File: config.mk
export PLATFORM = sky130hd
export DESIGN_NAME = byte_serial_mult
export DESIGN_NICKNAME = d
export VERILOG_FILES = /design/src/rtl/byte_serial_mult_pkg.sv /design/src/rtl/byte_serial_mult.sv
export SDC_FILE = /design/constraint.sdc
export NUM_CORES = 1
export LEC_CHECK = 0
export CORE_UTILIZATION = 35
export CTS_CLUSTER_SIZE = 12
export DETAILED_ROUTE_END_ITERATION = 10
export SETUP_SLACK_MARGIN = 0.15
export SYNTH_ARGS = -nofsm -noshare
export SYNTH_HDL_FRONTEND = slang
export SYNTH_SLANG_ARGS = --single-unit
export TNS_END_PERCENT = 100
File: constraint.sdc
create_clock -name clk -period 19.3 [get_ports clk]
set_clock_uncertainty 0.2 [all_clocks]
set_input_delay 2.895 -clock clk [delete_from_list [all_inputs] [get_ports clk]]
set_output_delay 2.895 -clock clk [all_outputs]
set_load 0.01 [all_outputs]
File: src/rtl/byte_serial_mult_pkg.sv
// Shared constants and FSM state encoding for the byte-serial multiplier.
package byte_serial_mult_pkg;

  // Default operand width in bits.
  localparam int MULT_OPERAND_W = 64;
  // Width of one multiplier slice handed to the byte multiplier stage.
  localparam int MULT_BYTE_W    = 8;
  // Number of slices needed to cover one operand.
  localparam int MULT_NUM_BYTES = MULT_OPERAND_W / MULT_BYTE_W;
  // Width of multiplicand * slice, as returned by the byte multiplier stage.
  localparam int SMALL_PROD_W   = MULT_OPERAND_W + MULT_BYTE_W;
  // Width of the full product.
  localparam int PRODUCT_W      = 2 * MULT_OPERAND_W;

  // Operation sequencing: accept operands, step through slices, hold result.
  typedef enum logic [1:0] {
    ST_IDLE = 2'd0,
    ST_CALC = 2'd1,
    ST_DONE = 2'd2
  } mult_state_e;

endpackage : byte_serial_mult_pkg

File: src/rtl/byte_serial_mult.sv
// Byte-serial unsigned multiplier. One multiplier slice is processed per
// clock by an external combinational byte multiplier stage; the partial
// products are shifted into place and summed into a double-width
// accumulator. A full operation takes NUM_BYTES cycles from operand
// acceptance to out_valid.
//
// Handshakes: a transfer happens on a rising edge where valid and ready
// are both high. The producer holds data stable while valid is high and
// ready is low; ready never depends on valid of the same interface.
module byte_serial_mult
  import byte_serial_mult_pkg::*;
#(
  parameter int OPERAND_W = MULT_OPERAND_W,
  parameter int BYTE_W    = MULT_BYTE_W,
  parameter int NUM_BYTES = OPERAND_W / BYTE_W
) (
  input  logic                        clk,
  input  logic                        rst,
  input  logic                        in_valid,
  output logic                        in_ready,
  input  logic [OPERAND_W-1:0]        op_a,
  input  logic [OPERAND_W-1:0]        op_b,
  output logic [OPERAND_W-1:0]        multiplicand,
  output logic [BYTE_W-1:0]           byte_multiplier,
  input  logic [OPERAND_W+BYTE_W-1:0] small_product,
  output logic                        out_valid,
  input  logic                        out_ready,
  output logic [2*OPERAND_W-1:0]      product
);

  localparam int SP_W  = OPERAND_W + BYTE_W;
  localparam int PR_W  = 2 * OPERAND_W;
  localparam int IDX_W = (NUM_BYTES > 1) ? $clog2(NUM_BYTES) : 1;
  localparam logic [IDX_W-1:0] LAST_IDX = IDX_W'(NUM_BYTES - 1);

  mult_state_e            state_q;
  mult_state_e            state_d;
  logic [IDX_W-1:0]       idx_q;
  logic [OPERAND_W-1:0]   a_q;
  logic [OPERAND_W-1:0]   b_q;
  logic [PR_W-1:0]        acc_q;
  logic [PR_W-1:0]        sp_ext;
  logic [PR_W-1:0]        addend;
  logic                   accept_in;
  logic                   calc_step;

  // Partial product zero-extended and moved to the weight of the current slice.
  always_comb begin
    sp_ext = {{(PR_W - SP_W){1'b0}}, small_product};
    addend = sp_ext << (int'(idx_q) * BYTE_W);
  end

  // State register; reset aborts any operation in flight.
  always_ff @(posedge clk or posedge rst) begin
    if (rst) begin
      state_q <= ST_IDLE;
    end else begin
      state_q <= state_d;
    end
  end

  // Next-state logic and all handshake/stage-facing outputs.
  always_comb begin
    state_d         = state_q;
    accept_in       = 1'b0;
    calc_step       = 1'b0;
    in_ready        = 1'b0;
    out_valid       = 1'b0;
    product         = '0;
    multiplicand    = '0;
    byte_multiplier = '0;
    case (state_q)
      ST_IDLE: begin
        // in_ready is gated by rst so it drops the moment reset asserts.
        in_ready = ~rst;
        if (in_valid && !rst) begin
          accept_in = 1'b1;
          state_d   = ST_CALC;
        end
      end
      ST_CALC: begin
        calc_step       = 1'b1;
        multiplicand    = a_q;
        byte_multiplier = b_q[int'(idx_q) * BYTE_W +: BYTE_W];
        // Every slice is processed, even zero ones: latency is fixed.
        if (idx_q == LAST_IDX) begin
          state_d = ST_DONE;
        end
      end
      ST_DONE: begin
        out_valid = 1'b1;
        product   = acc_q;
        if (out_ready) begin
          state_d = ST_IDLE;
        end
      end
      default: begin
        state_d = ST_IDLE;
      end
    endcase
  end

  // Operand latch, slice index and accumulator.
  always_ff @(posedge clk or posedge rst) begin
    if (rst) begin
      a_q   <= '0;
      b_q   <= '0;
      acc_q <= '0;
      idx_q <= '0;
    end else if (accept_in) begin
      a_q   <= op_a;
      b_q   <= op_b;
      acc_q <= '0;
      idx_q <= '0;
    end else if (calc_step) begin
      // Truncation to PR_W is exact: the true product always fits.
      acc_q <= acc_q + addend;
      idx_q <= idx_q + IDX_W'(1);
    end
  end

endmodule : byte_serial_mult

# [Word-level counts from Yosys, hierarchy flattened]
# Index checks and enable logic that the tools add are counted.
[classes] n_bitwise=1 n_addsub=2 n_eq_ne=6 shifts=2 n_reduce_logical=5 mux=16
[ops] op="$mux 128" n=3
[ops] op="$add 128x128->128" n=1
[ops] op="$shl 72x6->128" n=1
[ops] op="$mux 64" n=1
[ops] op="$shiftx 64x7->8" n=1
[ops] op="$mux 8" n=1
[ops] op="$mux 2" n=3
[ops] op="$mux 3" n=2
[ops] op="$ne 2x2->1 const B" n=3
[ops] op="$pmux 2 s3" n=1
[ops] op="$mux 1" n=5
[ops] op="$add 3x1->3 const B" n=1
[ops] op="$eq 3x3->1 const B" n=1
[ops] op="$reduce_and 3->1" n=1
[ops] op="$eq 2x1->1 const B" n=1
[ops] op="$eq 2x2->1 const B" n=1
[ops] op="$logic_not 2->1" n=1
[ops] op="$reduce_bool 2->1" n=1
[ops] op="$logic_and 1x1->1" n=1
[ops] op="$logic_not 1->1" n=1
[ops] op="$not 1->1" n=1
[totals] in_bits=204 output_inout_bits=202 reg_bits=261

# [Depth between registers and ports, before layout]
# Gate-level depths: netlist (run 1).
[logic_depth] word_depth=5 mapped_depth=21 mapped_depth_nobuf=19

# [Least setup slack after synthesis (run 1)]
# No wires, ideal clock.
[synth_timing] path_kind="input -> register" start="input small_product[31]" end="register acc_q[127]" path_buffers=1 stages=17 arrival_time_ns=6.329 setup_slack_ns=12.694 setup_ns=0.076 path_cell_list="mux2_2 -> o21ai_0 -> mux2i_1 -> ha_1 -> clkbuf_1 -> nand4_1 -> nor4_1 -> and4_1 -> nand4_1 -> o32a_1 -> a21oi_1 -> o31a_2 -> o221ai_2 -> o41ai_2 -> xor2_1 -> or3_1 -> o21ai_1"
[synth_between] elab_chain_cells=4
[synth_rtl] item="from (decl)" line_no="byte_serial_mult.sv:25" rtl="input logic [OPERAND_W+BYTE_W-1:0] small_product,"
[synth_rtl] item="$shl 72x6->128" line_no="byte_serial_mult.sv:50" rtl="addend = sp_ext << (int'(idx_q) * BYTE_W);"
[synth_rtl] item="$add 128x128->128" line_no="byte_serial_mult.sv:117" rtl="acc_q <= acc_q + addend;"
[synth_rtl] item="$mux 128" line_no="byte_serial_mult.sv:115" rtl="end else if (calc_step) begin"
[synth_rtl] item="$mux 128" line_no="byte_serial_mult.sv:110" rtl="end else if (accept_in) begin"
[synth_rtl] item="to (signal assigned)" line_no="byte_serial_mult.sv:117"
[synth_rtl] item="to (decl)" line_no="byte_serial_mult.sv:41" rtl="logic [PR_W-1:0] acc_q;"
# No other way between the ends. The select of a mux whose other input is x is not followed.
# A chain may end at the register's enable or synchronous reset.

# [Worst setup path in the final report (run 1)]
[layout_timing] start="input small_product[38]" end="register acc_q[127]"
# Same word-level chain as after synthesis.

==> flow_summary_export.csv, run 1 <==
group,metric,value,unit
floorplanning,die_w,249,um
yosys,synthFlopType,"dfrtp_1",
place,port_buffers,405,
floorplanning,core_area,0.0602,mm2
clock_tree,clock-root-buffer,"clkbuf_16",
setup_path,slowest_stage,"nor4_1",
sta,tns,0,ns
drt,vias_per_cell,5.71,
global_route,grt_util_all_layers,28.3,%
floorplanning,io-pin-count,406,
yosys,syn_inst,2548,
global_route,grt_max_degree,162,
setup_path,ff2ff_path_depth,17,
setup_path,cp_num_cells,17,
setup_path,crit_family,"compound AO/OA/AOI/OAI gates",
setup_path,r2r_end,"acc_q[127]",
clock_tree,post_cts_buffers,0,
drt,drt_pass1_iterations,6,
global_route,grt-ovfl-total,0,
yosys,synth.distinct_cells,71,
drt,totalWireLength,89.8,mm
clock_tree,cts_tree,"built",
yosys,synth_nets,2882,
setup_path,crit_path_end_kind,"register",
yosys,avgSynthCellArea,8.36,um2
layout,syn_to_final_growth,27.6,%
setup_path,rrSetupSlack,12.10,ns
yosys,synth_seq_cells,261,
global_route,grt_pass1_vias,20300,
layout,drive_above_1_share,9.82,%
yosys,synth_top_area_share,30.7,%
yosys,synth_edf_count,0,
sta,maxSlewViolCount,0,
clock_tree,cts_resized,0,
global_route,grt_pass1_wl,133,mm
clock_tree,cts_hold_buf,0,
layout,fin_nets,3190,
drt,first_iter_violations,1992,
sta,finalCritPeriodShare,43.4,%
yosys,synth_area_leader_cell,"dfrtp_1",
setup_path,worstPathCellList,"clkdlybuf4s50_1, mux2_2, o21ai_0, mux2i_1, ha_1, nand4_1, nor4_1, and4_1, nand4_1, o32a_1, a21oi_1, o31a_2, o221ai_2, o41ai_2, xor2_1, or3_1, o21ai_1",
sta,rsz0062_at_grt,"no",
setup_path,r2r_start,"idx_q[0]",
run_status,status,"finished, final reports clean",
setup_path,cpMostUsedCell,"nand4_1",
floorplanning,die_area,0.0619,mm2
yosys,async_flop_share,100,%
drt,num_vias,20900,
setup_path,crit_fanout,6,
floorplanning,chipHeight,249,um
setup_path,slowest_delay,0.68,ns
place,dpl_cell_area,0.0259,mm2
setup_path,path_class,"in -> reg",
place,post-dp-hpwl,70.3,mm
floorplanning,start_util,35.4,%
sta,relSlewSlack,17.2,%
power,ir_drop,0.000125,V
layout,ff_latch_area,0.00654,mm2
power,p_leak,11.2,nW
clock_tree,h-tree-depth,2,
place,place_congestion,1.07,
layout,finalInstanceArea,0.0272,mm2
power,pwr_density_cell,217,mW/mm2
clock_tree,clock-sinks,261,
sta,worst_pin_slew,1.23,ns
global_route,antenna_found_initial,1,
setup_path,worstSetupEndpoint,"acc_q[127]",
sta,setup_violations,0,
yosys,syn_area,0.0213,mm2
layout,multiInputGateArea,0.0141,mm2
setup_path,required,19.60,ns
floorplanning,rows,90,
setup_path,worstSetupStartpointType,"primary input",
clock_tree,cts_buffer_depth,3,
yosys,synth_area_leaders,"dfrtp_1 31%, mux2_2 8.5%, ha_1 7.6%",
drt,wl_per_cell,24.5,um
drt,ant_nets,0,
setup_path,worstPathArrival,8.67,ns
yosys,ys.warnings.count,0,
clock_tree,clkTransAtPathRegs,0.06,ns
run,max_cap_violations,0,
setup_path,cp_num_buf_inv,1,
sta,min_period,8.37,ns
sta,max_freq,119,MHz
yosys,yosysSeqAreaShare,30.7,%
drt,drc_errors,0,
clock_tree,clock_latency,0.58,ns
layout,fillCellCount,5910,
sta,hold_violations,0,
hold_path,hp-class,"reg -> reg",
hold_path,worstHoldStart,"a_q[16]",
setup_path,worstSetupStartpoint,"small_product[38]",
clock_tree,cts_buffers,36,
## cells in the mapped netlist (16+ instances only)
| master | n |
|---|---|
| nand2_1 | 339 |
| dfrtp_1 | 261 |
| o21ai_0 | 247 |
| a21oi_1 | 229 |
| and2_1 | 209 |
| nor2_1 | 181 |
| mux2_2 | 160 |
| ha_1 | 129 |
| clkbuf_1 | 127 |
| xnor2_1 | 71 |
| mux2i_1 | 64 |
| xor2_1 | 53 |
| inv_1 | 41 |
| nand4_1 | 40 |
| a21o_1 | 39 |
| o21bai_1 | 37 |
| o22ai_1 | 30 |
| and3_1 | 25 |
| nand3_1 | 23 |
| a22o_1 | 17 |
| a31oi_1 | 17 |
| mux4_2 | 16 |
| o31ai_1 | 16 |
## layout by cell type, fill, tap and decap left out, drive strengths merged, types with 49 or more instances in the layout
| master | Yosys | layout |
|---|---|---|
| a21oi | 229 | 229 |
| mux2 | 160 | 160 |
| dfrtp | 261 | 261 |
| and2 | 209 | 209 |
| xnor2 | 71 | 71 |
| ha | 129 | 129 |
| o21ai | 255 | 255 |
| nor2 | 181 | 181 |
| mux2i | 64 | 64 |
| xor2 | 53 | 53 |
| clkdlybuf4s50 | 0 | 405 |
| clkbuf | 128 | 49 |
| nand2 | 339 | 339 |
## layout make-up
| class | instances | area share (%) |
|---|---|---|
| multi-input cells | 2097 | 51.8 |
| repair buffers | 418 | 15.3 |
| inverters | 42 | 0.608 |
| clock inverters | 15 | 0.796 |
| well taps | 782 | 3.60 |
| clock buffers | 49 | 3.83 |
| flip-flops and latches | 261 | 24.1 |
| diodes | 1 | 0.00921 |
## per-layer routing
layer	vias to the layer above	track usage (%)	part of all wire [%]
met5	-	0	0.019
met4	2	8.61	3.1
met3	142	4.44	6.7
met2	821	45.4	46
met1	10300	39.1	44
li1	9701	-	-
## through the flow
| step | power [W] | setup slack, ns | hold slack (ns) | std cells | util (%) |
|---|---|---|---|---|---|
| 3_3_place_gp | 0.00511 | 10.57 | 0.282 | 3600 | 43.0 |
| 3_5_place_dp | 0.00510 | 10.68 | 0.287 | 3600 | 43.0 |
| 6_report | 0.00589 | 10.93 | 0.295 | 3665 | 45.1 |
| 5_1_grt | 0.00630 | 10.88 | 0.306 | 3664 | 45.1 |
| 2_1_floorplan | 0.00375 | 9.02 | 0.270 | 2548 | - |
| 4_1_cts | 0.00586 | 11.24 | 0.300 | 3664 | 45.1 |
## state kept, by name, indices dropped and copies added (netlist names)
register	flops
a_q	64
acc_q	128
b_q	64
state_q	2
idx_q	3
## worst min path at each step
| stage | endpoint | slack (ns) | cells past startpoint |
|---|---|---|---|
| finish | a_q[16] | 0.29 | 1 |
| global route | a_q[27] | 0.31 | 1 |
| CTS | a_q[50] | 0.30 | 1 |
| detailed placement | a_q[50] | 0.29 | 1 |
| global placement | a_q[58] | 0.28 | 1 |
| floorplan | acc_q[100] | 0.27 | 2 |
## power breakdown
part / internal [W] / switching [W] / total, W
Sequential: 0.000846 / 0.000260 / 0.00111
Combinational: 0.00158 / 0.00248 / 0.00406
Clock: 0.000436 / 0.000287 / 0.000723
Total: 0.00286 / 0.00303 / 0.00589
## kinds of logic (layout without fill, tap and decap cells)
family	count (synthesis)	count (layout)	synth area share (%)
and+or+nand+nor	876	876	19.7
AOI/OAI and AO/OA	727	727	20.3
DFF	261	261	30.7
muxes	240	240	13.2
buffers and inverters	190	524	3.41
adders and majority gates	130	130	7.67
xor gates and xnor gates	124	124	5.10
other	0	1	0
(Power assumes the default switching activity.)
==> inputs of run 2 (changes only) <==
==> constraint.sdc (replaced) <==
create_clock -name clk -period 8.5 [get_ports clk]
set_clock_uncertainty 0.2 [all_clocks]
set_input_delay 1.275 -clock clk [delete_from_list [all_inputs] [get_ports clk]]
set_output_delay 1.275 -clock clk [all_outputs]
set_load 0.01 [all_outputs]
==> run 2 against run 1 <==
Net effect:
- final cell count is 0.11% higher
- die area stayed put
- cell area hardly changed
- first-iteration DRC count is 13% lower
- sequential cell count stayed put
- critical path type unchanged
- critical endpoint unchanged
- largest cell class unchanged
==> flow_summary_export.csv, run 2 (synthesized netlist as in run 1, its figures left out) <==
group,metric,value,unit
layout,drive_above_1_share,9.87,%
floorplanning,die_area,0.0619,mm2
setup_path,required,8.79,ns
drt,drt_pass1_iterations,6,
drt,vias_per_cell,5.74,
floorplanning,io-pin-count,406,
layout,n_antenna_cell,0,
place,place_congestion,1.06,
sta,fin_ws,1.74,ns
run,max_cap_violations,0,
setup_path,slowest_stage,"nor4_1",
sta,setup_violations,0,
drt,first_iter_violations,1726,
floorplanning,chipHeight,249,um
drt,totalWireLength,88.4,mm
global_route,grt-ovfl-total,0,
run_status,status,"finished, final reports clean",
sta,min_period,6.76,ns
layout,largestRegisters,"acc_q x128, a_q x64, b_q x64",
clock_tree,clock_latency,0.58,ns
global_route,grt_max_degree,138,
layout,final_common_cell,"clkdlybuf4s50_1",
drt,ant_nets,0,
place,dp_cells,3603,
global_route,antenna_found_initial,1,
sta,max_freq,148,MHz
layout,finalInstanceArea,0.0272,mm2
global_route,grt_pass1_wl,132,mm
clock_tree,clock-sinks,261,
floorplanning,core_area,0.0602,mm2
layout,largest_reg_flops,128,
sta,tns,0,ns
global_route,grt_util_all_layers,27.9,%
sta,maxSlewViolCount,0,
sta,finalCritPeriodShare,79.5,%
clock_tree,cts_hold_buf,0,
sta,hold_violations,0,
setup_path,cpMostUsedCell,"nand4_1",
clock_tree,clkTransAtPathRegs,0.06,ns
setup_path,path_class,"in -> reg",
power,ir_drop,0.000248,V
drt,drc_errors,0,
setup_path,crit_fanout,7,
setup_path,crit_path_end_kind,"register",
sta,relSlewSlack,21.6,%
clock_tree,h-tree-depth,2,
hold_path,hp-class,"reg -> reg",
floorplanning,rows,90,
drt,wl_per_cell,24.1,um
place,port_buffers,405,
floorplanning,die_w,249,um
setup_path,worstSetupStartpointType,"primary input",
global_route,grt_pass1_vias,20600,
floorplanning,start_util,35.4,%
power,p_leak,11.2,nW
setup_path,worstPathCellList,"clkdlybuf4s50_1, mux2_2, o21ai_0, mux2i_1, ha_1, nand4_1, nor4_1, and4_1, nand4_1, o32a_1, a21oi_1, o31a_2, o221ai_2, o41ai_2, xor2_1, or3_1, o21ai_1",
setup_path,worstPathArrival,7.04,ns
setup_path,cp_num_buf_inv,1,
sta,rsz0062_at_grt,"no",
clock_tree,cts_resized,0,
drt,num_vias,21000,
place,post-dp-hpwl,69.9,mm
place,dpl_cell_area,0.0259,mm2
clock_tree,cts_buffer_depth,3,
layout,fin_nets,3193,
sta,worst_pin_slew,1.17,ns
setup_path,crit_family,"compound AO/OA/AOI/OAI gates",
power,pwr_density_cell,490,mW/mm2
clock_tree,cts_buffers,36,
clock_tree,clock-root-buffer,"clkbuf_16",
layout,top_register,"acc_q",
clock_tree,cts_tree,"built",
place,dp_slack,1.45,ns
setup_path,slowest_delay,0.71,ns
layout,final_cell_mix,"405 x clkdlybuf4s50_1, 339 x nand2_1, 258 x dfrtp_1, 247 x o21ai_0, 229 x a21oi_1",
clock_tree,post_cts_buffers,0,
layout,final_cell_count_no_fill,3669,
layout,syn_to_final_growth,27.6,%
run 2: changes by cell type in the layout (fill, tap and decap cells not counted):
cell        previous run  this run
buf_4                 12        15
inv_6                  1         0
clkinvlp_4             3         2
clkbuf_1               5         8
bufinv_16              4         3
diode_2                1         0
clkbuf_8               7         8
clkinv_2               5         7
inv_8                  1         0
run 2: report_power, final:
part	internal [W]	switching, W
clock network	0.000969	0.000642
registers	0.00192	0.000617
logic	0.00360	0.00556
total	0.00649	0.00682
run 2: stage by stage:
stage / total power (W) / util, % / hold WS (ns)
after global placement: 0.0115 / 43.1 / 0.282
after floorplan: 0.00852 / - / 0.270
final: 0.0133 / 45.1 / 0.294
after CTS: 0.0132 / 45.1 / 0.301
after detailed placement: 0.0115 / 43.1 / 0.287
after global routing: 0.0142 / 45.1 / 0.310
run 2: area by class of cell:
cell class / instances / area, um2
Clock buffer: 53 / 1070
Clock inverter: 13 / 173
Fill cell: 5919 / 33100
Inverter: 42 / 161
Multi-Input combinational cell: 2097 / 14100
Sequential cell: 261 / 6540
Tap cell: 782 / 978
Timing Repair Buffer: 421 / 4190
run 2: per-layer routing:
| layer | share of wire [%] | vias up | GRT usage (%) |
|---|---|---|---|
| met1 | 45 | 10400 | 38.2 |
| met2 | 46 | 815 | 45.1 |
| met4 | 3.2 | 2 | 8.55 |
| met5 | 0.015 | - | 0 |
| met3 | 6.5 | 137 | 4.25 |
| li1 | - | 9726 | - |
run 2: worst paths after layout:
path / start / endpoint / slack (ns) / depth (start not counted)
worst max-delay path: small_product[25] / acc_q[127] / 1.74 / 17
worst min-delay path: a_q[32] / a_q[32] / 0.29 / 1
worst max register to register: idx_q[0] / acc_q[127] / 1.75 / 16
worst min register to register: a_q[32] / a_q[32] / 0.29 / 1
max in group asynchronous: rst / a_q[25] / 5.41 / 3
min in group asynchronous: rst / b_q[58] / 1.10 / 2
